## src/rtl/pulse_event_queue_if.sv

```systemverilog
// Consumer-side event handshake: show-ahead head timestamp with valid/ready.
interface pulse_event_queue_if #(
  parameter int unsigned TS_WIDTH = 16
) ();
  logic                evt_valid;
  logic                evt_ready;
  logic [TS_WIDTH-1:0] evt_ts;

  modport master (
    output evt_valid,
    output evt_ts,
    input  evt_ready
  );

  modport slave (
    input  evt_valid,
    input  evt_ts,
    output evt_ready
  );
endinterface

```

## src/rtl/pulse_event_queue.sv

```systemverilog
// Turns rising edges of the synchronized sig_b level into timestamped events,
// buffered in a show-ahead FIFO with sticky overflow flag and saturating drop count.
module pulse_event_queue #(
  parameter int unsigned TS_WIDTH   = 16,
  parameter int unsigned FIFO_DEPTH = 4,
  parameter int unsigned DROP_WIDTH = 8
) (
  input  logic                          clkb,
  input  logic                          rst_n,
  input  logic                          sig_b,
  input  logic                          ts_clr,
  pulse_event_queue_if.master           evt,
  output logic [$clog2(FIFO_DEPTH):0]   evt_level,
  output logic                          ovf_flag,
  output logic [DROP_WIDTH-1:0]         drop_cnt,
  input  logic                          ovf_clr
);

  localparam int unsigned AW = $clog2(FIFO_DEPTH);
  localparam int unsigned LW = AW + 1;
  localparam logic [LW-1:0] DEPTH_L = LW'(FIFO_DEPTH);

  logic                  sig_b_d_q, sig_b_d_d;
  logic [TS_WIDTH-1:0]   ts_cnt_q, ts_cnt_d;
  logic [AW-1:0]         wr_ptr_q, wr_ptr_d;
  logic [AW-1:0]         rd_ptr_q, rd_ptr_d;
  logic [LW-1:0]         level_q, level_d;
  logic                  ovf_flag_q, ovf_flag_d;
  logic [DROP_WIDTH-1:0] drop_cnt_q, drop_cnt_d;
  logic [TS_WIDTH-1:0]   mem_q [FIFO_DEPTH];
  logic [TS_WIDTH-1:0]   mem_d [FIFO_DEPTH];

  logic edge_det;
  logic full;
  logic valid;
  logic pop;
  logic push_ok;
  logic drop;

  always_comb begin
    edge_det = sig_b & ~sig_b_d_q;
    full     = (level_q == DEPTH_L);
    valid    = (level_q != '0);
    pop      = valid & evt.evt_ready;
    // A pop in the same cycle frees the slot, so a full FIFO can still accept.
    push_ok  = edge_det & (~full | pop);
    drop     = edge_det & full & ~pop;
  end

  always_comb begin
    sig_b_d_d = sig_b;
    ts_cnt_d  = ts_clr ? '0 : ts_cnt_q + TS_WIDTH'(1);
    wr_ptr_d  = push_ok ? wr_ptr_q + AW'(1) : wr_ptr_q;
    rd_ptr_d  = pop ? rd_ptr_q + AW'(1) : rd_ptr_q;
    level_d   = level_q + LW'(push_ok) - LW'(pop);
  end

  always_comb begin
    mem_d = mem_q;
    if (push_ok) begin
      mem_d[wr_ptr_q] = ts_cnt_q;
    end
  end

  // A drop coinciding with ovf_clr restarts the count at one rather than zero.
  always_comb begin
    ovf_flag_d = ovf_flag_q;
    drop_cnt_d = drop_cnt_q;
    if (drop) begin
      ovf_flag_d = 1'b1;
      if (ovf_clr) begin
        drop_cnt_d = DROP_WIDTH'(1);
      end else if (drop_cnt_q != '1) begin
        drop_cnt_d = drop_cnt_q + DROP_WIDTH'(1);
      end
    end else if (ovf_clr) begin
      ovf_flag_d = 1'b0;
      drop_cnt_d = '0;
    end
  end

  always_ff @(posedge clkb or negedge rst_n) begin
    if (!rst_n) begin
      sig_b_d_q  <= 1'b0;
      ts_cnt_q   <= '0;
      wr_ptr_q   <= '0;
      rd_ptr_q   <= '0;
      level_q    <= '0;
      ovf_flag_q <= 1'b0;
      drop_cnt_q <= '0;
    end else begin
      sig_b_d_q  <= sig_b_d_d;
      ts_cnt_q   <= ts_cnt_d;
      wr_ptr_q   <= wr_ptr_d;
      rd_ptr_q   <= rd_ptr_d;
      level_q    <= level_d;
      ovf_flag_q <= ovf_flag_d;
      drop_cnt_q <= drop_cnt_d;
    end
  end

  // Storage needs no reset: the head is only exposed while level is non-zero.
  always_ff @(posedge clkb) begin
    mem_q <= mem_d;
  end

  assign evt.evt_valid = valid;
  assign evt.evt_ts    = valid ? mem_q[rd_ptr_q] : '0;
  assign evt_level     = level_q;
  assign ovf_flag      = ovf_flag_q;
  assign drop_cnt      = drop_cnt_q;

endmodule

```

## src/flat_wrapper.sv

```systemverilog
// flat-port wrapper written by rule: the top's interface ports become plain ports
module pulse_event_queue_flat 
#(
  parameter int unsigned TS_WIDTH   = 16,
  parameter int unsigned FIFO_DEPTH = 4,
  parameter int unsigned DROP_WIDTH = 8
)
  (clkb, rst_n, sig_b, ts_clr, evt_level, ovf_flag, drop_cnt, ovf_clr, evt_evt_valid, evt_evt_ts, evt_evt_ready);
  pulse_event_queue_if #(.TS_WIDTH(TS_WIDTH)) evt_i ();
  input  logic clkb;
  input  logic rst_n;
  input  logic sig_b;
  input  logic ts_clr;
  output logic [$clog2(FIFO_DEPTH):0] evt_level;
  output logic ovf_flag;
  output logic [DROP_WIDTH-1:0] drop_cnt;
  input  logic ovf_clr;
  output wire logic [$bits(evt_i.evt_valid)-1:0] evt_evt_valid;
  output wire logic [$bits(evt_i.evt_ts)-1:0] evt_evt_ts;
  input wire logic [$bits(evt_i.evt_ready)-1:0] evt_evt_ready;
  assign evt_evt_valid = evt_i.evt_valid;
  assign evt_evt_ts = evt_i.evt_ts;
  assign evt_i.evt_ready = evt_evt_ready;
  pulse_event_queue #(.TS_WIDTH(TS_WIDTH), .FIFO_DEPTH(FIFO_DEPTH), .DROP_WIDTH(DROP_WIDTH)) u_core (.clkb(clkb), .rst_n(rst_n), .sig_b(sig_b), .ts_clr(ts_clr), .evt(evt_i), .evt_level(evt_level), .ovf_flag(ovf_flag), .drop_cnt(drop_cnt), .ovf_clr(ovf_clr));
endmodule
```

## config.mk

```make
export PLATFORM = sky130hd
export DESIGN_NAME = pulse_event_queue_flat
export DESIGN_NICKNAME = d
export VERILOG_FILES = /design/src/rtl/pulse_event_queue_if.sv /design/src/rtl/pulse_event_queue.sv /design/src/flat_wrapper.sv
export SDC_FILE = /design/constraint.sdc
export NUM_CORES = 1
export LEC_CHECK = 0
export ABC_AREA = 1
export CORE_MARGIN = 2
export CORE_UTILIZATION = 60
export CTS_BUF_LIST = sky130_fd_sc_hd__clkbuf_4
export CTS_CLUSTER_SIZE = 25
export DETAILED_ROUTE_END_ITERATION = 10
export HOLD_SLACK_MARGIN = 0.15
export MAX_ROUTING_LAYER = met4
export PLACE_DENSITY = 0.8
export SYNTH_ARGS = -nofsm -noshare
export SYNTH_HDL_FRONTEND = slang
export SYNTH_SLANG_ARGS = --single-unit
```

## constraint.sdc

```tcl
create_clock -name clkb -period 2.1 [get_ports clkb]
set_input_delay 0.315 -clock clkb [delete_from_list [all_inputs] [get_ports clkb]]
set_output_delay 0.315 -clock clkb [all_outputs]
set_load 0.05 [all_outputs]
```

=== Word-level counts from Yosys, hierarchy flattened ===
Cells that the tools add are included.

* Logic and storage cells: 52
* Register bits after elaboration: 97
* Output and inout port bits: 29

* Equality and inequality tests: 2
* Magnitude comparators: 3
* Multiplexer cells: 14
* $add $sub $neg: 6
* Reduce and logical (&&, ||, !) cells: 5
* Bitwise gates (word level): 11

{| class="wikitable"
|+ Operator list
! kind !! number
|-
| $mux 16 || 5
|-
| $bwmux 64 || 1
|-
| $bmux 16 s2 || 1
|-
| $demux 16 s2 || 1
|-
| $mux 8 || 4
|-
| $add 16x1->16 const B || 1
|-
| $add 8x1->8 const B || 1
|-
| $ne 8x8->1 const B || 1
|-
| $ge 3x3->1 const B || 2
|-
| $not 2->3 || 2
|-
| $and 1x1->1 || 5
|-
| $add 2x1->2 const B || 2
|-
| $reduce_bool 2->1 || 2
|-
| $add 3x1->3 || 1
|-
| $eq 3x3->1 const B || 1
|-
| $lt 3x1->1 const B || 1
|-
| $not 1->1 || 3
|-
| $reduce_bool 3->1 || 1
|-
| $sub 3x1->3 || 1
|-
| $mux 1 || 2
|-
| $reduce_and 2->1 || 1
|-
| $logic_and 1x1->1 || 1
|-
| $or 1x1->1 || 1
|}

=== Longest topological paths before layout ===
Gate-level depths: netlist of run 1.

* Word-level depth: 6
* Gate-level depth with buffers: 10
* Mapped depth without buffers: 10

=== Worst setup path before layout of run 1 ===
OpenSTA, ideal clock, no wires.

* Path type: reg2out
* Start point: reg u_core.level_q[1] (netlist: u_core.evt_level[1])
* End point: out evt_evt_ts[10]
* Setup slack: -0.568 ns
* Data required time: 1.785 ns
* Cell stages (with the launch flop): 6
* Arrival time: 2.353 ns
* Cell sequence: dfrtp_1 > nor2_2 > nand2_1 > inv_1 > buf_4 > a21oi_1

* Word-level cells in the longest chain between the ends: 2

{| class="wikitable"
|+ RTL lines
! what !! RTL line !! RTL
|-
| start: declaration || pulse_event_queue.sv:27 || <nowiki>logic [LW-1:0] level_q, level_d;</nowiki>
|-
| start signal: assignment || pulse_event_queue.sv:96 || <nowiki>level_q <= level_d;</nowiki>
|-
| $reduce_bool 3->1 || pulse_event_queue.sv:43 || <nowiki>valid = (level_q != '0);</nowiki>
|-
| via evt_evt_valid || flat_wrapper.sv:18 || <nowiki>output wire logic [$bits(evt_i.evt_valid)-1:0] evt_evt_valid;</nowiki>
|-
| $mux 16 || pulse_event_queue.sv:108 || <nowiki>assign evt.evt_ts = valid ? mem_q[rd_ptr_q] : '0;</nowiki>
|-
| end: declaration || flat_wrapper.sv:19 || <nowiki>output wire logic [$bits(evt_i.evt_ts)-1:0] evt_evt_ts;</nowiki>
|}

The timed path passes the listed nets, and every way through them passes these cells.

=== Worst setup path after layout of run 1 ===
* Start point: reg u_core.rd_ptr_q[0]
* End point: out evt_evt_ts[4]

* Word-level cells in the longest chain between the ends: 5

{| class="wikitable"
|+ RTL lines
! what !! RTL line !! RTL
|-
| start: declaration || pulse_event_queue.sv:26 || <nowiki>logic [AW-1:0] rd_ptr_q, rd_ptr_d;</nowiki>
|-
| start signal: assignment || pulse_event_queue.sv:95 || <nowiki>rd_ptr_q <= rd_ptr_d;</nowiki>
|-
| $not 2->3 (implied by the code) || pulse_event_queue.sv:108 ||
|-
| $bmux 16 s2 || pulse_event_queue.sv:108 ||
|-
| $mux 16 (implied by the code) (2 in a row) || pulse_event_queue.sv:108 ||
|-
| $mux 16 || pulse_event_queue.sv:108 ||
|}

No other way between the ends. The select of a mux whose other input is x is not followed.

==> summary.txt, run 1 <==
Layout
  • Layout cell share with drive strength beyond 1: 21.9%
  • Fin cells: 585
  • Commonest non-fill, non-tap cell in the layout: nor2_1
  • # diodes: 0
  • Fillers: 432
  • Final #Nets: 498
  • Most frequent cells in the layout: nor2_1, edfxtp_1, nand2_1
  • Syn-to-layout area delta: 23.9%

Placement
  • Number of I/O port buffers: 34
  • Dpl hpwl: 5620 um
  • Final Wtd Congestion: 0.878
  • Placed cell count: 559

Critical path
  • CP max stage cell: dfrtp_4
  • CP dominant cell by count: nor2_1
  • Slowest stage delay, CP: 0.52 ns
  • Crit-path max FO: 8
  • CP Launch Type: flip-flop
  • Worst-case reg-to-reg path depth: 9
  • R2R setup slack: 0.20 ns
  • Nature of the critical path endpoint: output port
  • Top cell family by delay on the critical path: flip-flops
  • Crit-path cells: buf_12 -> clkbuf_16 -> nor2_1 -> nor2_1 -> o21ai_0 -> a21oi_2 -> buf_6
  • Reg2reg end: u_core.evt_level[2]$_DFF_PN0_
  • Crit path buffers/inverters: 3
  • Crit path DAT: 1.80 ns
  • Reg2reg start: u_core.evt_level[0]$_DFF_PN0_
  • Critical path type: reg2out
  • CP required: 1.78 ns

Logic synthesis
  • Synth warnings: 0
  • Top_reg_cell synth: edfxtp_1
  • Mapped Area: 4310 sq um
  • Cell taking the most area after synthesis: edfxtp_1
  • Register area share after synthesis: 63.7%
  • Largest cells by area after synthesis: edfxtp_1, dfrtp_1, nor2_1
  • Cell variety after synth: 28
  • EDFF count, synth: 64
  • Mean Syn Cell Area: 10.1 sq um
  • Syn_nets: 442
  • Ys async rst share: 34.0%
  • Yosys top cell area share: 44.6%
  • Yosys reg bits: 97
  • Gate Count Post-Synth: 428

Global routing
  • GRT Resource Usage Total: 24.2%
  • Initial antenna violation count: 0
  • Remaining Overflow, GRT: 0
  • Global-route wire length before repair: 13800 um
  • Vias in the first global route: 3036
  • Largest net degree at the start of global routing: 34

CTS
  • Clock buffer depth: 2
  • CTS tree: yes
  • Reg clk slew, reported paths: 0.14 ns
  • TritonCTS Buffers: 9
  • Worst-Skew Late Latency: 0.43 ns
  • Max H-tree Level: 3
  • Hold bufs inserted after CTS: 0
  • CTS Root Cell: clkbuf_4
  • Total clock sinks: 97

Power and ir drop
  • Pwr/cell area: 1370 nW/um^2
  • Pleak: 2.11 nW
  • Total power: 0.00730 W
  • Max IR drop VDD: 0.000661 V

Timing
  • Final slew viol count: 0
  • Skew final: 0.0165 ns
  • Peak Freq: 473 MHz
  • RSZ-0062 raised after global routing: true
  • Final setup fails: 1
  • Min Tclk post-route: 2.11 ns
  • Hold Vio Cnt, Final: 0
  • Worst setup margin: -0.0134 ns
  • Slew headroom: 64.7%
  • Tcrit/Tclk final: 101%
  • Worst Tran Pin Value: 0.529 ns
  • Worst hold margin: 0.267 ns

Detailed routing
  • Initial DRC Count: 230
  • Initial DRT Pass Iterations: 4
  • Post-DR vias/cell: 5.35
  • Drc violations: 0
  • Final WL: 9130 um
  • Via count: 3129
  • Final ANT Viol Nets: 0
  • DR WL/cell: 15.6 um

Floorplanning
  • Die height: 88.8 um
  • Core Region: 6870 sq um
  • Die area: 7880 sq um
  • Die X: 88.8 um
  • Row Count: 30
  • Ports: 35
  • Initial core utilization: 62.8%

Run status
  • Failing checks: negative setup slack
  • Status: finished, violations left

Run
  • Maxcap violations: 0

Hold path
  • Hold/Removal Path Class: in2async
## synthesized netlist by cell type, drive strengths merged (2+ instances only)
cell type and number:
nand2 69, edfxtp 64, o21bai 5, a21oi 21, nand4 2, ha 7
dfrtp 33, nand3 11, buf 9, inv 36, xor2 4, nor2 112
o21ai 46, clkbuf 3, xnor2 3
## metrics by stage
stage | util [%] | TNS [ns] | instance area [sq um] | setup WS [ns]
after floorplan | - | 0 | 4390 | 0.000918
after global placement | 70.8 | 0 | 4860 | 0.0374
after detailed placement | 70.8 | -0.0588 | 4860 | -0.0588
after CTS | 73.2 | 0 | 5030 | 0.00540
after global routing | 77.7 | -0.672 | 5340 | -0.0885
final | 77.7 | -0.0134 | 5340 | -0.0134
## report_power, final
| group | switching, W | internal [W] | leakage [nW] |
|---|---|---|---|
| Sequential | 0.000148 | 0.00226 | 1.03 |
| Combinational | 0.00236 | 0.00143 | 0.988 |
| Clock | 0.000577 | 0.000520 | 0.0890 |
| Total | 0.00309 | 0.00421 | 2.11 |
## per-layer routing
layer / track usage [%] / part of all wire [%]
met1: 30.6 / 42
met2: 39.3 / 52
met5: - / 0
met4: 10.3 / 1.6
met3: 3.64 / 5.1
## state kept, by name (all words and copies together) (netlist names)
| signal | flops |
|---|---|
| u_core.mem_q | 64 |
| u_core.ovf_flag | 1 |
| u_core.sig_b_d_q | 1 |
| u_core.drop_cnt | 8 |
| u_core.evt_level | 3 |
| u_core.ts_cnt_q | 16 |
| u_core.wr_ptr_q | 2 |
| u_core.rd_ptr_q | 2 |
## layout make-up
type	instances	area [sq um]	share of cell area, %
Timing Repair Buffer	57	644	12.1
Clock buffer	12	90.1	1.69
Clock inverter	4	68.8	1.29
Multi-Input combinational cell	283	1510	28.3
Sequential cell	97	2760	51.6
Tap cell	96	120	2.25
Inverter	36	148	2.76
## cells by family after synthesis
| group | after synthesis | share of synthesized area, % |
|---|---|---|
| AND/OR/NAND/NOR | 196 | 18.9 |
| flip-flops | 97 | 63.7 |
| AO/OA/AOI/OAI | 72 | 8.73 |
| buffers and inverters | 48 | 4.73 |
| adder cells (fa/ha/maj) | 8 | 2.50 |
| XOR/XNOR | 7 | 1.42 |
## worst max-delay path by stage
| stage | startpoint | to | slack, ns | depth (start not counted) |
|---|---|---|---|---|
| global route | u_core.rd_ptr_q[0]$_DFFE_PN0P_ | evt_evt_ts[6] | -0.09 | 7 |
| detailed placement | evt_evt_ready | u_core.evt_level[2]$_DFF_PN0_ | -0.06 | 10 |
| global placement | sig_b | u_core.evt_level[2]$_DFF_PN0_ | 0.04 | 10 |
| finish | u_core.rd_ptr_q[0]$_DFFE_PN0P_ | evt_evt_ts[4] | -0.01 | 7 |
| floorplan | u_core.evt_level[2]$_DFF_PN0_ | u_core.mem_q[0]$_DFFE_PP_ | 0.0009 | 5 |
| CTS | u_core.rd_ptr_q[0]$_DFFE_PN0P_ | evt_evt_ts[13] | 0.005 | 6 |
## what timing repair did
action	CTS	global route
endpoints found under the setup margin	17	18
resized for setup	5	67
gates cloned	0	3
pin swaps	0	9
hold endpoints to repair	0	0
buffers inserted	0	7
Note: power is estimated with default switching activity, not from simulation.
==> run 2, diff against run 1 <==
--- a/config.mk
+++ b/config.mk
@@ -7,13 +7,12 @@
 export LEC_CHECK = 0
 export ABC_AREA = 1
 export CORE_MARGIN = 2
-export CORE_UTILIZATION = 60
+export CORE_UTILIZATION = 40
 export CTS_BUF_LIST = sky130_fd_sc_hd__clkbuf_4
 export CTS_CLUSTER_SIZE = 25
 export DETAILED_ROUTE_END_ITERATION = 10
 export HOLD_SLACK_MARGIN = 0.15
 export MAX_ROUTING_LAYER = met4
-export PLACE_DENSITY = 0.8
 export SYNTH_ARGS = -nofsm -noshare
 export SYNTH_HDL_FRONTEND = slang
 export SYNTH_SLANG_ARGS = --single-unit
==> run 2 against run 1 <==
Effect of this change: the run now ends clean; register-to-register slack is essentially flat; critical endpoint is now evt_evt_ts[11]; clock power fell by 8%; core utilization down 28 points.
==> summary.txt, run 2 (synthesis gave the netlist of run 1 again) <==
Run status
  • Status: complete, no violations

CTS
  • Hold bufs inserted after CTS: 0
  • Total clock sinks: 97
  • Max H-tree Level: 3
  • Clock buffer depth: 2
  • TritonCTS Buffers: 9
  • Worst-Skew Late Latency: 0.44 ns
  • CTS Root Cell: clkbuf_4
  • CTS tree: yes
  • Reg clk slew, reported paths: 0.14 ns

Power and ir drop
  • Max IR drop VDD: 0.000617 V
  • Pleak: 2.10 nW
  • Pwr/cell area: 1310 nW/um^2
  • Power share of the combinational group: 50.1%
  • Register share of total power: 35.0%
  • Clock power frac: 14.9%
  • Sw frac: 43.9%
  • Total power: 0.00681 W
  • P_int: 0.00382 W
  • P_sw: 0.00299 W

Placement
  • Dpl hpwl: 5910 um
  • Placed inst area: 4930 sq um
  • DP Worst Slack: 0.0102 ns
  • Number of I/O port buffers: 34
  • Placed cell count: 603
  • Final Wtd Congestion: 0.801

Layout
  • Commonest non-fill, non-tap cell in the layout: nor2_1
  • Fillers: 968
  • # diodes: 0
  • Fin cells: 621
  • Max FFs per register: 64
  • Core Util, Final: 49.9%
  • Fin area: 5200 sq um
  • Layout cell share with drive strength beyond 1: 17.9%
  • Syn-to-layout area delta: 20.6%
  • Biggest register: u_core.mem_q
  • Final #Nets: 494
  • Most frequent cells in the layout: nor2_1, nand2_1, edfxtp_1

Critical path
  • Crit-path max FO: 13
  • Reg2reg end: u_core.evt_level[2]$_DFF_PN0_
  • CP required: 1.78 ns
  • Critical path type: reg2out
  • R2R setup slack: 0.21 ns
  • Worst-case reg-to-reg path depth: 9
  • CP Launch Type: flip-flop
  • Crit path DAT: 1.72 ns
  • Nature of the critical path endpoint: output port
  • Reg2reg start: u_core.evt_level[0]$_DFF_PN0_

Global routing
  • Grt met3 use: 3.39%
  • Vias in the first global route: 2990
  • Largest net degree at the start of global routing: 34
  • Global-route wire length before repair: 14800 um
  • Initial antenna violation count: 0
  • Most Used Layer, Global Route: met2
  • GRT Resource Usage Total: 17.2%
  • GRT met1 Usage: 22.7%
  • Grt met2 use: 27.2%
  • Remaining Overflow, GRT: 0

Detailed routing
  • Final WL: 8760 um
  • Post-DR vias/cell: 4.86
  • DR WL/cell: 14.1 um
  • Drc violations: 0
  • Via count: 3019
  • Final ANT Viol Nets: 0
  • Initial DRC Count: 90
  • Initial DRT Pass Iterations: 4

Hold path
  • Hold/Removal Path Class: in2async

Floorplanning
  • Ports: 35
  • Initial core utilization: 41.4%
  • Core Region: 10400 sq um
  • Die area: 11600 sq um
  • Die height: 108 um
  • Die X: 108 um
  • Row Count: 37

Timing
  • Hold Vio Cnt, Final: 0
  • Tcrit/Tclk final: 96.8%
  • Slew headroom: 66.6%
  • Final setup fails: 0
  • Final slew viol count: 0
  • Skew final: 0.0181 ns
  • Peak Freq: 492 MHz
  • Worst setup margin: 0.0679 ns
  • Min Tclk post-route: 2.03 ns
  • Worst Tran Pin Value: 0.500 ns
  • RSZ-0062 raised after global routing: true

Run
  • Maxcap violations: 0
run 2: changes by cell type in the layout (fill, tap and decap cells not counted), sizes merged:
cell           previous run  this run
clkinvlp                  0         1
inv                      35        39
bufinv                    2         1
clkinv                    3         2
dlymetal6s2s              1         5
clkdlybuf4s50            16        12
buf                      36        35
clkbuf                   15         9
run 2: stage by stage:
| step | hold WS [ns] | TNS, ns |
|---|---|---|
| after global routing | 0.259 | -0.609 |
| final | 0.261 | 0 |
| after CTS | 0.257 | -0.000206 |
| after detailed placement | 0.472 | 0 |
| after global placement | 0.466 | 0 |
| after floorplan | 0.0194 | 0 |
run 2: layout make-up:
cell class                 instances  area [sq um]  area share (%)
inverter                          36           143            2.74
timing repair buffer              53           554            10.7
tap                              136           170            3.27
clock buffer                       9          67.6            1.30
clock inverter                     7          76.3            1.47
multi-input combinational        283          1440            27.6
sequential                        97          2750            52.9
run 2: worst max-delay path by stage:
| stage | depth (start not counted) | end | startpoint | slack (ns) |
|---|---|---|---|---|
| 2_1_floorplan | 5 | u_core.mem_q[0]$_DFFE_PP_ | u_core.evt_level[2]$_DFF_PN0_ | 0.0009 |
| 6_report | 6 | evt_evt_ts[11] | u_core.rd_ptr_q[0]$_DFFE_PN0P_ | 0.07 |
| 3_3_place_gp | 10 | u_core.evt_level[2]$_DFF_PN0_ | evt_evt_ready | 0.03 |
| 4_1_cts | 4 | evt_evt_ts[13] | u_core.rd_ptr_q[0]$_DFFE_PN0P_ | -0.0002 |
| 3_5_place_dp | 10 | u_core.evt_level[2]$_DFF_PN0_ | evt_evt_ready | 0.01 |
| 5_1_grt | 6 | evt_evt_ts[14] | u_core.rd_ptr_q[0]$_DFFE_PN0P_ | -0.06 |
run 2: timing repair:
item	in CTS	in global routing
endpoints found under the hold margin	0	0
gates resized for setup	6	38
endpoints found under the setup margin	17	21
buffers inserted	2	0
pin swaps	0	1
run 2: power by group through the flow:
stage	combinational [W]	sequential, W	clock, W
2_1_floorplan	0.00219	0.00249	0
3_3_place_gp	0.00312	0.00241	0
3_5_place_dp	0.00313	0.00241	0
4_1_cts	0.00319	0.00237	0.00104
5_1_grt	0.00368	0.00241	0.00113
6_report	0.00341	0.00239	0.00101
run 2: per-layer routing:
metal | up-vias | share of wire [%]
met4 | 0 | 1.1
li1 | 1519 | -
met3 | 7 | 3.0
met2 | 58 | 48
met1 | 1435 | 48
met5 | - | 0
run 2: worst max-delay path, cell delays in order, from the launching register on:
cell     delay (ns)
dfrtp_2        0.52
buf_8          0.18
nor2_1         0.05
nor2_1         0.08
o21ai_0        0.12
a21oi_2        0.17
buf_6          0.17
